$ cat src/rtl/stm_sequencer.sv
// Store-multiple sequencer: walks a 16-bit register list lowest-first, driving the read-mux
// select and streaming each word to the data-memory write port with ARM-style addressing.
module stm_sequencer #(
  parameter int unsigned STRIDE = 4
) (
  input  logic        clk_i,
  input  logic        rst_ni,
  input  logic        start_i,
  input  logic [15:0] reg_list_i,
  input  logic [31:0] base_addr_i,
  input  logic        up_i,
  input  logic        pre_i,
  output logic [3:0]  read_register_o,
  input  logic [31:0] read_data_i,
  output logic [31:0] mem_addr_o,
  output logic [31:0] mem_wdata_o,
  output logic        mem_we_o,
  input  logic        mem_ready_i,
  output logic        busy_o,
  output logic        done_o,
  output logic [31:0] final_addr_o
);

  localparam logic [31:0] StrideW = 32'(STRIDE);

  typedef enum logic [1:0] {StIdle, StXfer, StDone} state_e;

  state_e      state_q;
  logic [15:0] remaining_q;
  logic [31:0] mem_addr_q;
  logic [31:0] final_addr_q;
  logic [3:0]  read_register_q;
  logic        mem_we_q;
  logic        busy_q;
  logic        done_q;

  logic [4:0]  count;
  logic [31:0] span;
  logic [31:0] start_addr;
  logic [31:0] final_next;
  logic [15:0] rem_next;

  function automatic logic [3:0] lowest_idx(input logic [15:0] v);
    logic [3:0] idx;
    idx = 4'd0;
    for (int i = 15; i >= 0; i--) begin
      if (v[i]) idx = 4'(i);
    end
    return idx;
  endfunction

  always_comb begin
    count = 5'd0;
    for (int i = 0; i < 16; i++) begin
      count = count + 5'(reg_list_i[i]);
    end
  end

  assign span = StrideW * 32'(count);

  // The block always occupies [lowest, lowest + span) so the lowest register lands lowest.
  always_comb begin
    start_addr = base_addr_i;
    unique case ({up_i, pre_i})
      2'b10:   start_addr = base_addr_i;
      2'b11:   start_addr = base_addr_i + StrideW;
      2'b00:   start_addr = base_addr_i - span + StrideW;
      2'b01:   start_addr = base_addr_i - span;
      default: start_addr = base_addr_i;
    endcase
  end

  assign final_next = up_i ? (base_addr_i + span) : (base_addr_i - span);
  assign rem_next   = remaining_q & (remaining_q - 16'd1);

  always_ff @(posedge clk_i or negedge rst_ni) begin
    if (!rst_ni) begin
      state_q         <= StIdle;
      remaining_q     <= 16'd0;
      mem_addr_q      <= 32'd0;
      final_addr_q    <= 32'd0;
      read_register_q <= 4'd0;
      mem_we_q        <= 1'b0;
      busy_q          <= 1'b0;
      done_q          <= 1'b0;
    end else begin
      unique case (state_q)
        StIdle: begin
          if (start_i) begin
            remaining_q  <= reg_list_i;
            mem_addr_q   <= start_addr;
            final_addr_q <= final_next;
            busy_q       <= 1'b1;
            if (count == 5'd0) begin
              state_q <= StDone;
              done_q  <= 1'b1;
            end else begin
              state_q         <= StXfer;
              mem_we_q        <= 1'b1;
              read_register_q <= lowest_idx(reg_list_i);
            end
          end
        end
        StXfer: begin
          if (mem_ready_i) begin
            remaining_q     <= rem_next;
            mem_addr_q      <= mem_addr_q + StrideW;
            read_register_q <= lowest_idx(rem_next);
            if (rem_next == 16'd0) begin
              state_q  <= StDone;
              mem_we_q <= 1'b0;
              done_q   <= 1'b1;
            end
          end
        end
        StDone: begin
          state_q <= StIdle;
          done_q  <= 1'b0;
          busy_q  <= 1'b0;
        end
        default: begin
          state_q  <= StIdle;
          mem_we_q <= 1'b0;
          busy_q   <= 1'b0;
          done_q   <= 1'b0;
        end
      endcase
    end
  end

  assign read_register_o = read_register_q;
  assign mem_addr_o      = mem_addr_q;
  assign mem_wdata_o     = read_data_i;
  assign mem_we_o        = mem_we_q;
  assign busy_o          = busy_q;
  assign done_o          = done_q;
  assign final_addr_o    = final_addr_q;

endmodule

$ cat config.mk
export PLATFORM = sky130hd
export DESIGN_NAME = stm_sequencer
export DESIGN_NICKNAME = d
export VERILOG_FILES = /design/src/rtl/stm_sequencer.sv
export SDC_FILE = /design/constraint.sdc
export NUM_CORES = 1
export LEC_CHECK = 0
export CAP_MARGIN = 20
export CORE_MARGIN = 2
export CORE_UTILIZATION = 58
export DETAILED_ROUTE_END_ITERATION = 8
export PLACE_DENSITY = 0.91
export SLEW_MARGIN = 20
export SYNTH_ARGS = -nofsm -noshare
export SYNTH_HDL_FRONTEND = slang
export SYNTH_SLANG_ARGS = --single-unit
$ cat constraint.sdc
create_clock -name clk_i -period 9.7 [get_ports clk_i]
set_input_delay 1.94 -clock clk_i [delete_from_list [all_inputs] [get_ports clk_i]]
set_output_delay 1.94 -clock clk_i [all_outputs]
set_load 0.05 [all_outputs]
==> flow_summary.toml, run 1 <==
[outcome]
status = "finished clean"

[global_routing]
grt_pass1_vias = 9807
grt_antenna_before_repair = 0
globalRouteTotalUtil = 0.376
grt_pass1_wl_mm = 50.3
overflow = 0
grt_max_degree = 61

[cts]
cts-htree-levels = 3
clk_pin_slew_ps = 80
numCtsBuffers = 9
root_buffer = "clkbuf_16"
cts.repair.resized = 0
cts_setup_buffers = 0
cts.path.max_buffers = 2
ctsHoldBuffers = 0
cts_tree = "yes"
numClockSinks = 89
insertion_delay_ps = 370

[sta]
fin_crit_ps = 8590
rsz0062_at_grt = "false"
fin_tns_setup_ps = 0
timing.slew.headroom = 0.355
worst_slew_pin_slew_ps = 959
setup_viol = 0
period_share = 0.886
fmax_ghz = 0.116
fin_worst_skew_ps = 9.41
hold_slack_ps = 477
hold_violations = 0
finalMaxSlewViolations = 0

[drt]
drt-total-wl_mm = 32.3
viasPerCell = 6.89
drtPass1Iterations = 6
drt_iter0_markers = 1368
wl_per_cell_um = 21.2
remaining_drc_errors = 0
num_vias = 10464
ant_nets = 0

[power]
p_total_mw = 3.39
power_density_nw_per_um2 = 317
cellLeakagePower_nw = 4.01
p_int_mw = 1.53
netSwitchingFraction = 0.550
peakVddDrop_mv = 0.218
comb_power_share = 0.675
p_seq_frac = 0.218
switchingPower_mw = 1.87
clock_power_share = 0.107

[logic_synthesis]
synth_area_per_cell_um2 = 7.37
yosys.area_share.simple = 0.275
synthCells = 1271
async_reset_ff_frac = 1.00
synth_edf_count = 0
synth_fp_nets = 1390
yosys-top-cells-area = "dfrtp_1, o21ai_0, nand2_1, a21oi_1, nor2_1"
synth-xor-area-share = 0.0542
synth_top_area_frac = 0.238
yosys_warnings = 0
synth_compound_area_frac = 0.269
synth_cell_type_count = 86
synthesis.area_um2 = 9370
synth.area.mux_share = 0.0163
synth_fa_ha_area_frac = 0.0569
synth_top_family_by_area = "simple AND/OR/NAND/NOR gates"
synth_area_leader_cell = "dfrtp_1"
synth_ff_type = "dfrtp_1"
yosysSeqAreaShare = 0.238
ys_ff_latch = 89

[layout]
area_growth_pct = 14.3
layout-drive-gt1-share = 0.0607
postLayoutCoreUtil = 0.677
layout.nets = 1416
diodes = 0
fillers = 1351

[floorplan]
initial_core_util = 0.592
core_um2 = 15800
die-area_um2 = 17200
die_w_um = 131
num_rows = 46
die-height_um = 131
ios = 189

[placement]
gp_congestion = 0.988
place_hpwl_mm = 23.6
io_buffers = 124

[flow_run]
max_cap_viol_count = 0

[worst_setup_path]
critical_path.max_fanout = 9
end_kind = "flop"
path_class = "input port to flop"
start_kind = "input port"
cpPeakStageDelay_ps = 680
slowest_stage = "or4_2"
cp_top_family = "adder cells"
path_buf_inv = 5
crit_arrival_ps = 8830
path_cells = "clkdlybuf4s50_1 > inv_1 > fa_1 > inv_1 > fa_1 > inv_1 > fa_1 > fa_1 > inv_1 > ha_1 > a21o_1 > a21oi_1 > xnor2_1 > ha_1 > nor2b_1 > a211oi_2 > or4_2 > a22o_1 > or4_1 > nor3_1 > and4_1 > o31ai_1"
required_ps = 9940

[min_path]
hp-class = "flop to flop"
sequential cells by signal, summed over array words and instances (netlist names):
name / count
busy_o: 1
done_o: 1
final_addr_o: 32
mem_addr_o: 32
mem_we_o: 1
read_register_o: 4
remaining_q: 16
state_q: 2
tightest hold or removal path, stage by stage, from the launching register on:
cell and delay, ps:
dfrtp_1 340, nand2_1 50, nand2_1 60
cell usage in the layout, fill, tap and decap left out, types with 12 or more instances in the layout:
cell type,synthesis,final
a211oi_1,13,12
a21oi_1,67,67
a31oi_1,29,29
and2_1,13,13
and3_1,14,14
buf_4,32,21
clkdlybuf4s50_1,0,123
dfrtp_1,89,89
fa_1,12,12
ha_1,21,21
inv_1,57,57
mux2i_1,13,13
nand2_1,142,142
nand2b_1,12,12
nand3_1,43,43
nand4_1,12,12
nor2_1,88,88
nor3_1,43,43
nor4_1,34,34
o21ai_0,115,115
o22ai_1,19,19
o31ai_1,27,27
or2_2,13,13
or3_1,17,17
or4_1,13,13
xnor2_1,34,34
xor2_1,24,24
power by group through the flow:
stage / combinational, mW / sequential (mW) / clock [mW]
after floorplan: 1.18 / 1.13 / 0
after global placement: 2.19 / 0.734 / 0
after detailed placement: 2.24 / 0.738 / 0
after CTS: 2.25 / 0.733 / 0.360
after global routing: 2.45 / 0.765 / 0.372
final: 2.29 / 0.740 / 0.362
stage by stage:
stage | setup WS [ps] | instances | instance area (um^2)
global placement | 918 | 1502 | 10400
global route | 743 | 1518 | 10700
floorplan | 1650 | 1271 | 9370
finish | 1110 | 1518 | 10700
detailed placement | 815 | 1502 | 10400
CTS | 1190 | 1518 | 10700
per-layer routing:
layer | wire length (um) | part of all wire | GRT usage
met2 | 15200 | 0.47 | 0.627
met3 | 2660 | 0.083 | 0.0556
met5 | 0 | 0 | 0
met1 | 12100 | 0.37 | 0.450
met4 | 2270 | 0.070 | 0.248
final timing paths:
check	slack (ps)	end	from	cells past startpoint
min in group asynchronous	1490	final_addr_o[4]	rst_ni	1
setup / recovery	1110	mem_addr_o[24]	reg_list_i[5]	22
hold / removal	480	mem_addr_o[1]	mem_addr_o[1]	2
hold reg to reg	480	mem_addr_o[1]	mem_addr_o[1]	2
max in group asynchronous	7070	mem_addr_o[18]	rst_ni	2
setup reg to reg	5880	done_o	remaining_q[2]	8
final cells by class:
cell class / instances / area (um^2) / area share
multi-input combinational: 995 / 6310 / 0.590
timing repair buffer: 144 / 1390 / 0.130
tap: 216 / 270 / 0.0252
clock buffer: 9 / 225 / 0.0210
inverter: 58 / 218 / 0.0203
clock inverter: 7 / 65.1 / 0.00608
sequential: 89 / 2230 / 0.208
cells by family (layout without fill, tap and decap cells):
group / count (synthesis) / count (layout)
AO/OA/AOI/OAI: 385 / 385
XOR/XNOR: 58 / 58
adder cells (fa/ha/maj): 36 / 36
buffers and inverters: 187 / 218
flip-flops: 89 / 89
multiplexers: 15 / 15
AND/OR/NAND/NOR: 501 / 501
synth_stat cells (all sizes together) (6+ instances only):
| cell | number |
|---|---|
| or3 | 19 |
| nand2b | 12 |
| nor2 | 88 |
| o31ai | 28 |
| o21ai | 116 |
| xor2 | 24 |
| and3 | 14 |
| fa | 12 |
| a211oi | 14 |
| xnor2 | 34 |
| nor2b | 12 |
| inv | 57 |
| clkbuf | 84 |
| nand2 | 142 |
| o31a | 9 |
| o22ai | 19 |
| nand4 | 12 |
| buf | 45 |
| nor3 | 44 |
| a22o | 11 |
| nand3 | 43 |
| a21o | 8 |
| a31oi | 29 |
| mux2i | 13 |
| a221oi | 9 |
| a21oi | 67 |
| nor3b | 7 |
| ha | 21 |
| nand3b | 8 |
| nor4 | 35 |
| dfrtp | 89 |
| o211ai | 8 |
| and2 | 14 |
| o311ai | 6 |
| or2 | 14 |
| or4 | 19 |
(Power assumes the default switching activity.)
==> inputs of run 2 (changes only) <==
--- a/config.mk
+++ b/config.mk
@@ -7,9 +7,9 @@
 export LEC_CHECK = 0
 export CAP_MARGIN = 20
 export CORE_MARGIN = 2
-export CORE_UTILIZATION = 58
+export CORE_UTILIZATION = 54
 export DETAILED_ROUTE_END_ITERATION = 8
-export PLACE_DENSITY = 0.91
+export PLACE_DENSITY = 0.85
 export SLEW_MARGIN = 20
 export SYNTH_ARGS = -nofsm -noshare
 export SYNTH_HDL_FRONTEND = slang
==> constraint.sdc (replaced) <==
create_clock -name clk_i -period 9 [get_ports clk_i]
set_input_delay 1.8 -clock clk_i [delete_from_list [all_inputs] [get_ports clk_i]]
set_output_delay 1.8 -clock clk_i [all_outputs]
set_load 0.05 [all_outputs]
==> flow_summary.toml, run 2 (same netlist as run 1, synthesis figures left out) <==
[power]
power_density_nw_per_um2 = 342
clock_power_share = 0.108
p_int_mw = 1.66
netSwitchingFraction = 0.550
comb_power_share = 0.676
switchingPower_mw = 2.03
p_seq_frac = 0.217
cellLeakagePower_nw = 4.04
peakVddDrop_mv = 0.224
p_total_mw = 3.69

[global_routing]
grt_pass1_vias = 9988
globalRouteTotalUtil = 0.366
grt_max_degree = 88
overflow = 0
grt_pass1_wl_mm = 52.8
grt_antenna_before_repair = 0

[placement]
place_hpwl_mm = 24.0
gp_congestion = 1.01
io_buffers = 124

[layout]
layout-drive-gt1-share = 0.0664
area_growth_pct = 15.1
final_cell_mix = "nand2_1, clkdlybuf4s50_1, o21ai_0"
seq_area_um2 = 2230
layout.nets = 1424
fillers = 1536
multi_input_area_um2 = 6310
final_common_cell = "nand2_1"
diodes = 0

[sta]
setup_viol = 0
fin_crit_ps = 8520
period_share = 0.947
worst_slew_pin_slew_ps = 977
fin_tns_setup_ps = 0
fmax_ghz = 0.117
fin_worst_skew_ps = 6.88
rsz0062_at_grt = "false"
hold_violations = 0
timing.slew.headroom = 0.346
finalMaxSlewViolations = 0

[worst_setup_path]
critical_path.max_fanout = 10
crit_arrival_ps = 8780
r2r_setup_slack_ps = 5190
end_kind = "flop"
path_class = "input port to flop"
required_ps = 9260
start_kind = "input port"

[floorplan]
num_rows = 48
die_w_um = 136
initial_core_util = 0.547
die-area_um2 = 18400
die-height_um = 136
ios = 189
core_um2 = 17100

[drt]
viasPerCell = 6.80
ant_nets = 0
drt_iter0_markers = 925
remaining_drc_errors = 0
drt-total-wl_mm = 33.2
wl_per_cell_um = 21.6
drtPass1Iterations = 6
num_vias = 10433

[cts]
cts-htree-levels = 3
root_buffer = "clkbuf_16"
cts.path.max_buffers = 2
numClockSinks = 89
ctsHoldBuffers = 0
cts_tree = "yes"
cts.repair.resized = 0
clk_pin_slew_ps = 80
cts_setup_buffers = 0
numCtsBuffers = 9
insertion_delay_ps = 370

[flow_run]
max_cap_viol_count = 0

[min_path]
hp-class = "flop to flop"

[outcome]
status = "finished clean"
[run 2: path summary, 6_finish.rpt]
kind | start | endpoint | cells past startpoint
min | final_addr_o[1] | final_addr_o[1] | 2
min reg2reg | final_addr_o[1] | final_addr_o[1] | 2
max | reg_list_i[7] | mem_addr_o[26] | 22
max reg2reg | remaining_q[2] | done_o | 8
max in group asynchronous | rst_ni | busy_o | 2
min in group asynchronous | rst_ni | final_addr_o[3] | 1
[run 2: final cells by class]
class,instances,area share
repair buffers,152,0.134
clock inverters,7,0.00615
multi-input cells,995,0.586
clock buffers,9,0.0209
flip-flops and latches,89,0.207
inverters,58,0.0202
well taps,225,0.0261
[run 2: metrics by stage]
stage	setup WS, ps	cells	util	hold WS (ps)	cell area, um^2
floorplan	1090	1271	-	532	9370
global placement	377	1519	0.613	459	10500
detailed placement	238	1519	0.613	464	10500
CTS	622	1535	0.630	484	10800
global route	87.1	1535	0.630	506	10800
finish	480	1535	0.630	480	10800
[run 2: worst max-delay path, stage by stage]
cell and delay, ps:
clkdlybuf4s50_1 540, inv_1 90, fa_1 520, inv_1 60
fa_1 350, inv_1 90, fa_1 450, fa_1 610
inv_1 60, ha_1 290, a21o_1 180, a21oi_1 200
xnor2_1 170, ha_1 460, nor2b_1 250, a211oi_2 150
or4_2 690, a22o_1 280, or4_1 510, nor3_1 540
a31oi_1 170, o31ai_1 320
[run 2: per-layer routing]
layer / wire, um / up-vias / global-route usage / share of wire
met5: 34 / - / 0 / 0.0010
li1: - / 4705 / - / -
met1: 12600 / 4962 / 0.442 / 0.38
met3: 2750 / 153 / 0.0546 / 0.083
met4: 2040 / 3 / 0.238 / 0.061
met2: 15800 / 610 / 0.607 / 0.48
[run 2: power groups by stage]
stage,clock (mW),sequential (mW),combinational [mW]
2_1_floorplan,0,1.22,1.27
3_3_place_gp,0,0.795,2.39
3_5_place_dp,0,0.795,2.44
4_1_cts,0.401,0.792,2.46
5_1_grt,0.415,0.829,2.67
6_report,0.397,0.798,2.49
==> inputs of run 3 (changes only) <==
--- a/config.mk
+++ b/config.mk
@@ -10,6 +10,7 @@
 export CORE_UTILIZATION = 54
 export DETAILED_ROUTE_END_ITERATION = 8
 export PLACE_DENSITY = 0.85
+export REMOVE_ABC_BUFFERS = 1
 export SLEW_MARGIN = 20
 export SYNTH_ARGS = -nofsm -noshare
 export SYNTH_HDL_FRONTEND = slang
==> flow_summary.toml, run 3 (same netlist as run 1, synthesis figures left out) <==
[worst_setup_path]
cp.depth = 23
r2r-start = "remaining_q[2]"
crit_top_cell = "inv_1"
r2r-end = "done_o"
slowest_stage = "or4_2"
critical_path.max_fanout = 11
cp_top_family = "adder cells"
crit_arrival_ps = 8670
path_class = "input port to flop"
cpPeakStageDelay_ps = 680
start_kind = "input port"
path_cells = "clkdlybuf4s50_1 > inv_1 > fa_1 > inv_1 > fa_1 > fa_1 > inv_1 > fa_1 > inv_1 > ha_1 > inv_1 > fa_1 > nor2b_1 > o21ai_0 > inv_1 > ha_1 > a211oi_2 > or4_2 > a22o_1 > or4_1 > or3_1 > o41ai_1 > nand3_1"
r2r_setup_slack_ps = 5200
path_buf_inv = 7
required_ps = 9240
end_kind = "flop"
worstRegToRegCells = 8

[power]
power_density_nw_per_um2 = 338
cellLeakagePower_nw = 4.05
p_total_mw = 3.65
peakVddDrop_mv = 0.190

[cts]
cts.path.max_buffers = 2
numClockSinks = 89
numCtsBuffers = 9
root_buffer = "clkbuf_16"
cts_setup_buffers = 0
ctsHoldBuffers = 0
insertion_delay_ps = 360
cts-htree-levels = 3
cts_tree = "yes"
clk_pin_slew_ps = 70
cts.repair.resized = 0

[global_routing]
globalRouteTotalUtil = 0.358
grt_pass1_vias = 9056
grt_max_degree = 89
grt_pass1_wl_mm = 51.6
grt_antenna_before_repair = 0
overflow = 0

[drt]
drt_iter0_markers = 1331
remaining_drc_errors = 0
wl_per_cell_um = 21.7
num_vias = 10281
ant_nets = 0
viasPerCell = 6.69
drtPass1Iterations = 6
drt-total-wl_mm = 33.3

[min_path]
hp-class = "flop to flop"
hold_end = "final_addr_o[2]"
hold_path.startpoint = "final_addr_o[2]"
holdPathStages = 2

[layout]
final_cells = 1536
layout.nets = 1425
final_cell_mix = "nand2_1, clkdlybuf4s50_1, o21ai_0"
final_common_cell = "nand2_1"
area_growth_pct = 15.1
diodes = 0
layout-drive-gt1-share = 0.0671

[floorplan]
initial_core_util = 0.547
num_rows = 48
die_w_um = 136
die-height_um = 136
die-area_um2 = 18400
core_um2 = 17100
ios = 189

[placement]
post-place-cells = 1520
place_hpwl_mm = 24.3
io_buffers = 124
gp_congestion = 0.989

[sta]
hold_violations = 0
setup_viol = 0
rsz0062_at_grt = "false"
fmax_ghz = 0.119
fin_crit_ps = 8430
period_share = 0.936
fin_worst_skew_ps = 7.58
finalMaxSlewViolations = 0
worst_slew_pin_slew_ps = 1030
hold_slack_ps = 482
timing.slew.headroom = 0.311
fin_tns_setup_ps = 0

[flow_run]
max_cap_viol_count = 0

[outcome]
status = "finished clean"
-- run 3: cell types whose count changed in the layout (fill, tap and decap cells not counted), sizes merged --
cell | previous run | this run
buf | 29 | 30
inv | 62 | 59
clkinvlp | 2 | 1
clkbuf | 9 | 10
clkinv | 1 | 4
-- run 3: metrics by stage --
step	cell area, um^2	setup WS [ps]	utilization
after global placement	10500	423	0.613
final	10800	572	0.630
after floorplan	8740	494	-
after CTS	10800	622	0.630
after global routing	10800	221	0.630
after detailed placement	10500	307	0.613
-- run 3: metal layers --
| layer | track usage | vias up | wire length, um |
|---|---|---|---|
| met2 | 0.540 | 689 | 14600 |
| met1 | 0.500 | 4803 | 13900 |
| met4 | 0.116 | 0 | 939 |
| met3 | 0.0890 | 82 | 3850 |
| met5 | 0.0306 | - | 0 |
| li1 | - | 4707 | - |
-- run 3: worst max path at each step --
stage                              from             end  slack, ps
after floorplan           reg_list_i[5]  mem_addr_o[25]        490
after global placement    reg_list_i[5]  mem_addr_o[31]        420
after detailed placement  reg_list_i[5]  mem_addr_o[31]        310
after CTS                 reg_list_i[5]  mem_addr_o[31]        620
after global routing      reg_list_i[7]  mem_addr_o[25]        220
final                     reg_list_i[7]  mem_addr_o[25]        570
-- run 3: tightest hold or removal path, stage by stage (launching register included) --
cell and delay (ps):
dfrtp_1 340, nand2_1 40, o21ai_0 60
-- run 3: layout make-up --
class / instances / area [um^2]
Multi-Input combinational cell: 995 / 6320
Tap cell: 225 / 282
Clock buffer: 10 / 239
Timing Repair Buffer: 153 / 1460
Inverter: 58 / 218
Fill cell: 1575 / 6340
Sequential cell: 89 / 2230
Clock inverter: 6 / 40.0
-- run 3: where the power goes --
part	switching (mW)	leakage [nW]	internal [mW]
registers	0.213	1.09	0.582
logic	1.59	2.83	0.880
clock network	0.182	0.139	0.196
total	1.99	4.05	1.66
==> edit 1: new RTL, config.mk and constraints of run 1 <==
Reset style: synchronous (`rst_ni`), changed in one clocked block.
--- a/src/rtl/stm_sequencer.sv
+++ b/src/rtl/stm_sequencer.sv
@@ -74,5 +74,5 @@
   assign rem_next   = remaining_q & (remaining_q - 16'd1);
 
-  always_ff @(posedge clk_i or negedge rst_ni) begin
+  always_ff @(posedge clk_i) begin
     if (!rst_ni) begin
       state_q         <= StIdle;
Check against the original RTL: differs if rst_ni is asserted again (counterexample within 4 cycles, from zero or initial values and one cycle with rst_ni low); with rst_ni held inactive, the same outputs for 4 cycles.
==> edit 1 against run 1 <==
  * Largest cell class unchanged
  * Sequential cell count unchanged
  * Critical path depth up 3
  * Synthesized area down 5.3%
  * Design area down 4.4%
  * Worst setup slack worse by 0.25 ns
  * Power down 21%
  * Highest routed layer unchanged
  * Cell count up 0.79%
  * Clock skew about the same
  * Non-clock buffer count up 4
  * Fmax down 2.8%
  * Wire length down 5.8%
==> edit 1: results (changes against run 1) <==
Place WS=0.6180 ns (was 0.8150 ns); GRT Resource Usage Total=0.3689 (was 0.3755); status=finished clean (unchanged); Syn Nets=1423 (was 1390); worst setup margin=0.8603 ns (was 1.111 ns); Placed Cells incl. Taps=1514 (was 1502); WHS Endpoint=final_addr_o[18] (was mem_addr_o[1]); I/O Buffers=124 (unchanged); drt total wl=30370 um (was 32250 um); Worst Tran Pin Value=0.9889 ns (was 0.9594 ns); Synth cell types=73 (was 86); sequential power share=0.213 (was 0.218); max incr delay on CP=0.62 ns (was 0.68 ns); wire length per cell=19.85 um (was 21.25 um); Worst path slowest cell=fa_1 (was or4_2); layout cells sized above 1=0.04396 (was 0.06068); multi-input logic area=6275 um2 (was 6314 um2); asr flop ratio synth=0 (was 1.000); Critical Path AT=9.09 ns (was 8.83 ns); mux cell area share after synthesis=0.009031 (was 0.01630); CP Max Fanout=13 (was 9); Leak=3.637 nW (was 4.012 nW); Pint=1.280 mW (was 1.526 mW); Initial DRC Count=1472 (was 1368); RR Startpoint=remaining_q[0] (was remaining_q[2]); synthesized-area fraction occupied by adder cells=0.06237 (was 0.05691); clk_skew=0.009217 ns (was 0.009413 ns); R2R setup slack=6.23 ns (was 5.88 ns); DP Area=9931 um2 (was 10420 um2); Gate Count Post-Synth=1304 (was 1271); worst hold slack=0.4536 ns (was 0.4767 ns); ys flop type=dfxtp_1 (was dfrtp_1); Worst Hold Launch=final_addr_o[18] (was mem_addr_o[1]); Seq/Total Area, Yosys=0.2009 (was 0.2378); top cells by count, synth=nand2_1, nor2_1, a21oi_1 (was nand2_1, o21ai_0, dfrtp_1); RD Place Congestion=1.017 (was 0.9877); HP Class=flip-flop to flip-flop (unchanged); HPWL after detailed placement=22160 um (was 23620 um); first-pass GRT wire length=48310 um (was 50320 um); xor/xnor share of the synthesized area=0.07704 (was 0.05423); # rows=45 (was 46); switch share=0.5246 (was 0.5500); Synth area leaders=dfxtp_1, nand2_1, a21oi_1 (was dfrtp_1, o21ai_0, nand2_1); cell depth of the worst flop-to-flop path=9 (was 8); Reg2Reg Capture Point=done_o (unchanged); Clk pwr share=0.136 (was 0.107); worst vdd ir=184.9 uV (was 217.9 uV); CTS Buffer Depth=2 (unchanged); Setup crit end=mem_addr_o[19] (was mem_addr_o[24]); vias in the first global route=9572 (was 9807); # fillers=1342 (was 1351); post-synthesis compound-gate area fraction=0.2747 (was 0.2694); pin count of the biggest net entering global routing=67 (was 61); via count=10311 (was 10464)
[edit 1: cell count changes in the layout (fill, tap and decap cells not counted), moves of 22 or more]
cell / before / now
dfxtp_1: 0 / 89
nor2_1: 88 / 115
a21oi_1: 67 / 108
o21ai_0: 115 / 88
dfrtp_1: 89 / 0
nand2_1: 142 / 164
[edit 1: routing by layer]
layer	global-route usage	vias up	wire length [um]
met5	0	-	0
met4	0.1939	0	1447
met3	0.05235	127	2435
met2	0.6225	619	14570
met1	0.4567	4838	11910
li1	-	4727	-
[edit 1: area by class of cell]
| class | instances | area share |
|---|---|---|
| Clock inverter | 7 | 0.007459 |
| Sequential cell | 89 | 0.1741 |
| Timing Repair Buffer | 148 | 0.1389 |
| Inverter | 58 | 0.02128 |
| Clock buffer | 9 | 0.02201 |
| Multi-Input combinational cell | 1031 | 0.6132 |
| Tap cell | 188 | 0.02299 |
==> edit 2: new RTL, settings of run 1 <==
Without the edit above. Remove the case item `2'b11` of the case on `{up_i, pre_i}`.
--- a/src/rtl/stm_sequencer.sv
+++ b/src/rtl/stm_sequencer.sv
@@ -64,5 +64,4 @@
     unique case ({up_i, pre_i})
       2'b10:   start_addr = base_addr_i;
-      2'b11:   start_addr = base_addr_i + StrideW;
       2'b00:   start_addr = base_addr_i - span + StrideW;
       2'b01:   start_addr = base_addr_i - span;
Formal check against the unedited RTL: not equivalent (Yosys sat finds a counterexample within 4 cycles, from zero or initial values and one cycle with rst_ni low).
==> edit 2 against run 1 <==
  * Power grew 1.7%
  * Global-route usage shrank 4.6 points
  * Synthesized area decreased by 11%
  * Design area is 9.5% lower
  * Hold slack barely moved
  * Worst setup slack got worse by 0.11 ns
  * Sequential cell count stayed put
  * Clock skew fell by 0.00064 ns
  * Synthesized cell count fell by 13%
  * Wire length shrank 23%
  * Critical path type unchanged
==> edit 2: results (changes against run 1) <==
Seq. pwr=0.766 mW (was 0.740 mW); Pint=1.583 mW (was 1.526 mW); Synth cell types=93 (was 86); H-tree levels=3 (unchanged); HPWL after detailed placement=18020 um (was 23620 um); Worst path slowest cell=nor4b_1 (was or4_2); Met2 Wirelength=11660 um (was 15240 um); metal3 WL=2023 um (was 2664 um); wire length per cell=18.85 um (was 21.25 um); clk_skew=0.008776 ns (was 0.009413 ns); Setup crit end=mem_addr_o[25] (was mem_addr_o[24]); worst hold slack=0.4768 ns (was 0.4767 ns); Reg2Reg Capture Point=read_register_o[0] (was done_o); routing usage on met1=0.4518 (was 0.4503); Initial DRT Pass Iterations=5 (was 6); Worst Hold Launch=final_addr_o[0] (was mem_addr_o[1]); Critical Path AT=8.92 ns (was 8.83 ns); top cells by count, synth=nand2_1, o21ai_0, dfrtp_1 (unchanged); vias in the first global route=8090 (was 9807); RR Startpoint=remaining_q[2] (unchanged); crit share post-route=0.8967 (was 0.8855); DP Area=9370 um2 (was 10420 um2); pin count of the biggest net entering global routing=97 (was 61); via count=8588 (was 10464); Comb power=2.29 mW (about the same); RD Place Congestion=0.9459 (was 0.9877); Leak=3.753 nW (was 4.012 nW); asr flop ratio synth=1.000 (unchanged); WHS Endpoint=final_addr_o[0] (was mem_addr_o[1]); GR Layer Usage met3=0.05128 (was 0.05560); Seq/Total Area, Yosys=0.2661 (was 0.2378); R2R setup slack=6.01 ns (was 5.88 ns); cell depth of the worst flop-to-flop path=10 (was 8); Initial DRC Count=1085 (was 1368); Gate Count Post-Synth=1100 (was 1271); post-CTS setup buffer count=0 (unchanged); worst vdd ir=284.2 uV (was 217.9 uV); Syn Nets=1216 (was 1390); max incr delay on CP=0.74 ns (was 0.68 ns); nets=1256 (was 1416); Met1 Wirelength=10500 um (was 12080 um); first-pass GRT wire length=40030 um (was 50320 um); Synth area leaders=dfrtp_1, o21ai_0, nand2_1 (unchanged); Pwr Density=356.0 nW/um2 (was 316.7 nW/um2); antenna cells=0 (unchanged); status=finished clean (unchanged); layout cells sized above 1=0.06031 (was 0.06068); I/O Buffers=124 (unchanged); met2 GRT Util=0.5171 (was 0.6272); Slew headroom=0.3864 (was 0.3545); drt total wl=24960 um (was 32250 um); Place WS=0.7694 ns (was 0.8150 ns); GRT Resource Usage Total=0.3291 (was 0.3755); CP Max Fanout=6 (was 9)
[edit 2: layout make-up]
cell class              count  area, um2
repair buffers            135       1316
well taps                 180      225.2
fillers                  1178       4302
multi-input cells         850       5395
clock inverters             6      91.34
inverters                  55      206.4
flip-flops and latches     89       2227
clock buffers               9      225.2
[edit 2: kinds of logic after synthesis]
family                   count (synthesis)  share of synthesized area
AND/OR/NAND/NOR                        410                     0.2492
AO/OA/AOI/OAI                          323                     0.2437
buffers and inverters                  161                    0.09088
flip-flops                              89                     0.2661
XOR/XNOR                                70                    0.07324
adder cells (fa/ha/maj)                 35                    0.06173
multiplexers                            12                    0.01525
[edit 2: critical path, delay by kind of cell]
family                   cells  cell delay [ns]
AND/OR/NAND/NOR              6             1.91
XOR/XNOR                     1             0.29
adder cells (fa/ha/maj)      6             2.62
buffers and inverters        6             0.93
AO/OA/AOI/OAI                5             0.90
multiplexers                 1             0.32
